## src/rtl/fetch_queue.sv

```systemverilog
// Fetch-to-decode instruction queue: 1-cycle enq->deq latency (0 with FETCH_QUEUE_BYPASS_EN), one push and one pop per cycle.
// Backpressure: enq_ready_out drops only when full (independent of deq_ready_in); flush_in empties the queue in one edge.
module fetch_queue #(
  parameter int DEPTH      = 8,
  parameter int ADDR_WIDTH = 64
) (
  input  logic                   clk_in,
  input  logic                   rst_in,
  input  logic                   flush_in,
  input  logic                   enq_valid_in,
  output logic                   enq_ready_out,
  input  logic [31:0]            enq_insn_in,
  input  logic [ADDR_WIDTH-1:0]  enq_pc_in,
  input  logic [ADDR_WIDTH-1:0]  enq_other_pc_in,
  input  logic                   enq_pred_in,
  output logic                   deq_valid_out,
  input  logic                   deq_ready_in,
  output logic [31:0]            deq_insn_out,
  output logic [ADDR_WIDTH-1:0]  deq_pc_out,
  output logic [ADDR_WIDTH-1:0]  deq_other_pc_out,
  output logic                   deq_pred_out,
  output logic [$clog2(DEPTH):0] count_out
);

  localparam int PTR_W = $clog2(DEPTH);
  localparam int CNT_W = PTR_W + 1;
  localparam logic [PTR_W-1:0] PTR_ONE  = PTR_W'(1);
  localparam logic [CNT_W-1:0] CNT_ONE  = CNT_W'(1);
  localparam logic [CNT_W-1:0] CNT_FULL = CNT_W'(DEPTH);

  typedef struct packed {
    logic [31:0]           insn;
    logic [ADDR_WIDTH-1:0] pc;
    logic [ADDR_WIDTH-1:0] other_pc;
    logic                  pred;
  } rec_t;

  rec_t             mem_q [DEPTH];
  rec_t             mem_d [DEPTH];
  logic [PTR_W-1:0] head_q, head_d;
  logic [PTR_W-1:0] tail_q, tail_d;
  logic [CNT_W-1:0] count_q, count_d;

  rec_t enq_rec;
  rec_t deq_rec;
  logic byp_vld;
  logic byp_take;
  logic deq_vld;
  logic enq_rdy;
  logic wr_en;
  logic rd_en;

  always_comb begin
    enq_rec.insn     = enq_insn_in;
    enq_rec.pc       = enq_pc_in;
    enq_rec.other_pc = enq_other_pc_in;
    enq_rec.pred     = enq_pred_in;
  end

  // Handshake decode. A bypassed-and-consumed record never touches storage.
  always_comb begin
`ifdef FETCH_QUEUE_BYPASS_EN
    byp_vld = (count_q == '0) && enq_valid_in && !flush_in;
    deq_rec = byp_vld ? enq_rec : mem_q[head_q];
`else
    byp_vld = 1'b0;
    deq_rec = mem_q[head_q];
`endif
    deq_vld  = (count_q != '0) || byp_vld;
    enq_rdy  = (count_q != CNT_FULL);
    byp_take = byp_vld && deq_ready_in;
    wr_en    = enq_valid_in && enq_rdy && !byp_take && !flush_in;
    rd_en    = deq_vld && deq_ready_in && !byp_take && !flush_in;
  end

  always_comb begin
    for (int i = 0; i < DEPTH; i++) begin
      mem_d[i] = mem_q[i];
    end
    head_d  = head_q;
    tail_d  = tail_q;
    count_d = count_q;
    if (wr_en) begin
      mem_d[tail_q] = enq_rec;
    end
    if (flush_in) begin
      head_d  = '0;
      tail_d  = '0;
      count_d = '0;
    end else begin
      if (wr_en) tail_d = tail_q + PTR_ONE;
      if (rd_en) head_d = head_q + PTR_ONE;
      case ({wr_en, rd_en})
        2'b10:   count_d = count_q + CNT_ONE;
        2'b01:   count_d = count_q - CNT_ONE;
        default: count_d = count_q;
      endcase
    end
  end

  // Storage is reset so the head outputs read as zero straight out of reset.
  always_ff @(posedge clk_in or posedge rst_in) begin
    if (rst_in) begin
      for (int i = 0; i < DEPTH; i++) begin
        mem_q[i] <= '0;
      end
      head_q  <= '0;
      tail_q  <= '0;
      count_q <= '0;
    end else begin
      for (int i = 0; i < DEPTH; i++) begin
        mem_q[i] <= mem_d[i];
      end
      head_q  <= head_d;
      tail_q  <= tail_d;
      count_q <= count_d;
    end
  end

  assign enq_ready_out    = enq_rdy;
  assign deq_valid_out    = deq_vld;
  assign deq_insn_out     = deq_rec.insn;
  assign deq_pc_out       = deq_rec.pc;
  assign deq_other_pc_out = deq_rec.other_pc;
  assign deq_pred_out     = deq_rec.pred;
  assign count_out        = count_q;

endmodule
```

## config.mk

```make
export PLATFORM = sky130hd
export DESIGN_NAME = fetch_queue
export DESIGN_NICKNAME = d
export VERILOG_FILES = /design/src/rtl/fetch_queue.sv
export SDC_FILE = /design/constraint.sdc
export NUM_CORES = 2
export LEC_CHECK = 0
export ABC_AREA = 1
export CAP_MARGIN = 20
export CELL_PAD_IN_SITES_DETAIL_PLACEMENT = 1
export CELL_PAD_IN_SITES_GLOBAL_PLACEMENT = 1
export CORE_UTILIZATION = 41
export CTS_CLUSTER_DIAMETER = 120
export DETAILED_ROUTE_END_ITERATION = 12
export PLACE_DENSITY_LB_ADDON = 0.1
export SLEW_MARGIN = 5
export SYNTH_ARGS = -nofsm -noshare
export SYNTH_HDL_FRONTEND = slang
export SYNTH_SLANG_ARGS = --single-unit
export TNS_END_PERCENT = 30
```

## constraint.sdc

```tcl
create_clock -name clk_in -period 43.3 [get_ports clk_in]
set_clock_uncertainty 0.15 [all_clocks]
set_input_delay 8.66 -clock clk_in [delete_from_list [all_inputs] [get_ports clk_in]]
set_output_delay 8.66 -clock clk_in [all_outputs]
set_load 0.02 [all_outputs]
```

# Word level (Yosys, flattened, before mapping)
# Index checks and enable logic that the tools add are counted.
word_totals:
  regBits: 1298
  in_bits: 166
  out_inout_bits: 167
  wordCells: 69
op_classes:
  n_addsub: 4
  order_cmp: 3
  eq_ne: 3
  muxes: 12
  bitwise: 2
  reduce_logical: 10
op_table:
  columns: ["cell", "count"]
  rows:
  - ["$bwmux W1288", 1]
  - ["$bmux W161 S3", 1]
  - ["$demux W161 S3", 1]
  - ["$mux W161", 3]
  - ["$mux W3", 4]
  - ["$ge A4 B4 Y1 const B", 2]
  - ["$not A3 Y4", 2]
  - ["$pmux W4 S2", 1]
  - ["$add A3 B1 Y3 const B", 2]
  - ["$logic_and A1 B1 Y1", 5]
  - ["$add A4 B1 Y4 const B", 1]
  - ["$lt A4 B1 Y1 const B", 1]
  - ["$mux W4", 1]
  - ["$ne A4 B4 Y1 const B", 1]
  - ["$reduce_bool A2 Y1", 2]
  - ["$reduce_bool A4 Y1", 1]
  - ["$sub A4 B1 Y4 const B", 1]
  - ["$reduce_bool A3 Y1", 1]
  - ["$eq A2 B1 Y1 const B", 1]
  - ["$eq A2 B2 Y1 const B", 1]
  - ["$logic_not A1 Y1", 1]

# Logic depth before layout (Yosys ltp)
depth:
  word_depth: 6
  depth_mapped: 16
  ltp_nobuf: 16

# Worst setup path before layout
# OpenSTA, ideal clock, no wires.
synth_path:
  path_kind: "reg-to-output"
  startpoint: "reg head_q[0]"
  endpoint: "out deq_insn_out[28]"
  arrival_time_ps: 1766
  t_required_ps: 34490
  path_slack_ps: 32724
  path_stages_with_launch: 8
  n_path_buf: 4
  path_cell_list: "dfrtp_1 > buf_2 > clkinv_1 > buf_2 > clkbuf_1 > clkbuf_1 > o21ai_0 > a31oi_1"
synth_between:
  elab_chain_cells: 4
synth_rtl:
  columns: ["element", "line_no", "rtl"]
  rows:
  - ["start, declared", "40", "logic [PTR_W-1:0] head_q, head_d;"]
  - ["start signal, assigned", "107", "head_q <= '0;"]
  - ["start signal, assigned", "114", "head_q <= head_d;"]
  - ["$not A3 Y4 (implied by the code)", "67", "deq_rec = mem_q[head_q];"]
  - ["$bmux W161 S3", "67", null]
  - ["$mux W161 (implied by the code) (2 in a row)", "67", null]
  - ["end, declared", "18", "output logic [31:0] deq_insn_out,"]
# No other way between the ends. The select of a mux whose other input is x is not followed.

# Worst setup path in the final report
layout_path:
  startpoint: "reg head_q[0]"
  endpoint: "out deq_pc_out[6]"
layout_between:
  elab_chain_cells: 4
layout_rtl:
  columns: ["element", "line_no", "rtl"]
  rows:
  - ["$not A3 Y4 (implied by the code)", "67", null]
  - ["$bmux W161 S3", "67", null]
  - ["$mux W161 (implied by the code) (2 in a row)", "67", null]
  - ["end, declared", "19", "output logic [ADDR_WIDTH-1:0] deq_pc_out,"]
# No other way between the ends. The select of a mux whose other input is x is not followed.

==> out/qor.yml <==
outcome:
  status: "complete, no violations"
clock_network:
  cts_sinks: 1298
  postCtsSetupBuffers: 0
  cts_resized: 0
  clk_pin_slew_ns: 0.06
  htree_levels: 4
  clk_latency_ns: 0.76
  cts_hold_buf: 0
  numCtsBuffers: 151
  cts_tree: "done"
  cts-root-buf: "clkbuf_16"
  clk_path_buf_depth: 3
synthesis:
  synthArstFlopShare: 1.00
  yosysTopAreaCell: "dfrtp_1"
  synth_area_leaders: "dfrtp_1 55%, o21ai_0 15%, nand2_1 11%, nor2_1 5.2%, buf_6 4.3%"
  synth_top_area_share: 0.555
  synth-edff-count: 0
  synth.most_common_cell: "nand2_1"
  synth_seq_area_share: 0.555
  yosys_register_bits: 1298
  synthFlopType: "dfrtp_1"
  syn_nets: 7070
  yosysWarnings: 0
  synth_area_um2: 58600
  avgSynthCellArea_um2: 8.49
  synthTopCellsByCount: "1794 x nand2_1, 1765 x o21ai_0, 1298 x dfrtp_1, 809 x nor2_1, 223 x buf_6"
  synth.distinct_cells: 25
  synth_cells: 6899
hold_path:
  hold_class: "register to register"
  hold_start: "mem_q[196]"
  whs_endpoint: "mem_q[196]"
  worst_hold_path.num_cells: 2
critical_path:
  critPathArrivalTime_ns: 5.59
  r2r_slack_ns: 39.35
  crit_path_start_kind: "register"
  path_class: "register to primary output"
  r2r_end: "mem_q[903]"
  worstSetupEndpointType: "primary output"
  r2r_cells: 5
  r2r_start: "tail_q[2]"
  cp.required_ns: 34.49
  crit_fanout: 77
timing:
  finalHoldViolCount: 0
  setup_viol: 0
  relSlewSlack: 0.197
  rsz0062_at_grt: "no"
  slew_violations: 0
  fin_tns_setup_ns: 0
  fin_crit_sh: 0.333
  fmax_ghz: 0.0694
  period_minus_slack_ns: 14.40
  hold_slack_ns: 0.326
  worst_pin_slew_ns: 1.20
flow_run:
  max_cap_violations: 0
placed_design:
  place_hpwl_um: 94700
  place.gp.congestion: 0.735
  portBuffers: 332
floorplanning:
  coreArea_um2: 142000
  rows: 138
  die_area_um2: 144000
  initial_utilization: 0.414
  io-pin-count: 333
  fp.dieW_um: 380
  fp.dieH_um: 380
layout:
  layout-drive-gt1-share: 0.0448
  area_growth_pct: 12.7
  nNetsFinal: 7088
  fillers: 16800
route:
  drtPass1Iterations: 5
  drt_wl_total_um: 180000
  detail_route.wl_per_cell_um: 20.2
  ant_nets: 0
  drt-initial-drc-count: 2996
  avgViaCountPerCell: 5.34
  vias: 47600
  drc: 0
grt:
  grt_pass1_wl_um: 293000
  grt-ovfl-total: 0
  antenna_found_initial: 15
  grt_usage: 0.253
  grt_pass1_vias: 50100
  grt_max_degree: 207
power_and_ir_drop:
  finalPower_mw: 4.36
  leakage_nw: 30.5
  cellPowerDensity_nw_per_um2: 66.1
  peakVddDrop_mv: 0.0598
[cells by family (layout without fill, tap and decap cells)]
kind of cell,after synthesis,after routing,share of synthesized area
and+or+nand+nor,2620,2620,0.171
AOI/OAI and AO/OA,2267,2267,0.197
xor gates and xnor gates,1,1,0.000150
buffers and inverters,708,840,0.0760
adders and majority gates,5,5,0.00120
other,0,3,0
DFF,1298,1298,0.555
[power by group]
part / leakage, nW / switching [mW] / internal, mW
Clock: 2.42 / 0.518 / 0.742
Combinational: 10.7 / 0.896 / 0.524
Sequential: 17.3 / 0.168 / 1.51
[worst max path at each step]
stage | from | end | slack [ns] | depth (start not counted)
floorplan | rst_in | count_out[0] | 16.54 | 1
global placement | rst_in | mem_q[256] | 29.32 | 7
detailed placement | rst_in | mem_q[1225] | 29.27 | 7
CTS | head_q[0] | deq_pc_out[6] | 28.78 | 8
global route | head_q[0] | deq_other_pc_out[1] | 28.53 | 8
finish | head_q[0] | deq_pc_out[6] | 28.90 | 8
[per-layer routing]
metal / track usage / wire (um) / vias up
li1: - / - / 22800
met1: 0.351 / 86200 / 23900
met2: 0.408 / 82500 / 711
met3: 0.0473 / 7890 / 237
met4: 0.0603 / 3640 / 18
met5: 0 / 122 / -
[critical path, stage by stage (launching register included)]
cell,delay (ns)
dfrtp_4,0.88
buf_4,0.83
buf_4,0.80
buf_4,0.73
o21ai_0,0.18
o21ai_0,0.17
a21oi_1,0.05
a31oi_1,0.37
clkdlybuf4s50_1,0.68
[metrics by stage]
stage / std cells / utilization / worst slack (ns) / cell area [um^2]
after floorplan: 6899 / - / 16.54 / 58600
after global placement: 8653 / 0.432 / 29.32 / 61100
after detailed placement: 8653 / 0.432 / 29.27 / 61100
after CTS: 8920 / 0.466 / 28.78 / 66000
after global routing: 8921 / 0.466 / 28.53 / 66000
final: 8924 / 0.466 / 28.90 / 66000
[area by class of cell]
cell class | count | area [um^2] | area share
clock inverter | 35 | 315 | 0.00477
timing repair buffer | 398 | 3960 | 0.0600
multi-input combinational | 4893 | 21600 | 0.328
clock buffer | 232 | 4570 | 0.0692
inverter | 175 | 683 | 0.0103
antenna | 3 | 7.51 | 0.000114
sequential | 1298 | 32500 | 0.492
tap | 1890 | 2360 | 0.0358
[flip-flops by register name, indices dropped and copies added, names as in the netlist]
register	count
tail_q	3
head_q	3
mem_q	1288
count_out	4
[placed cells by master (no fill, tap or decap), types with 2 or more instances in the layout]
cell type        Yosys  routed
clkinv_1             3       2
dfrtp_1           1298    1295
ha_1                 4       4
diode_2              0       3
clkinv_2             0      20
clkbuf_8             0      42
a31oi_1            161     161
clkbuf_1           208      36
inv_1              170     169
nand4_4              8       8
nand2_1           1794    1794
clkinv_8             0       3
inv_6                0       7
buf_12               0      10
nor2_1             809     809
a21oi_1            166     166
dfrtp_4              0       3
o21ai_0           1765    1765
bufinv_16            0       3
buf_4                3      55
clkdlybuf4s50_1      0     332
o21ai_1            173     173
clkbuf_16            0     154
nand3_1              6       6
clkinvlp_4           0       3
inv_8                0       3
No activity file was read; power rests on OpenSTA's default activity.
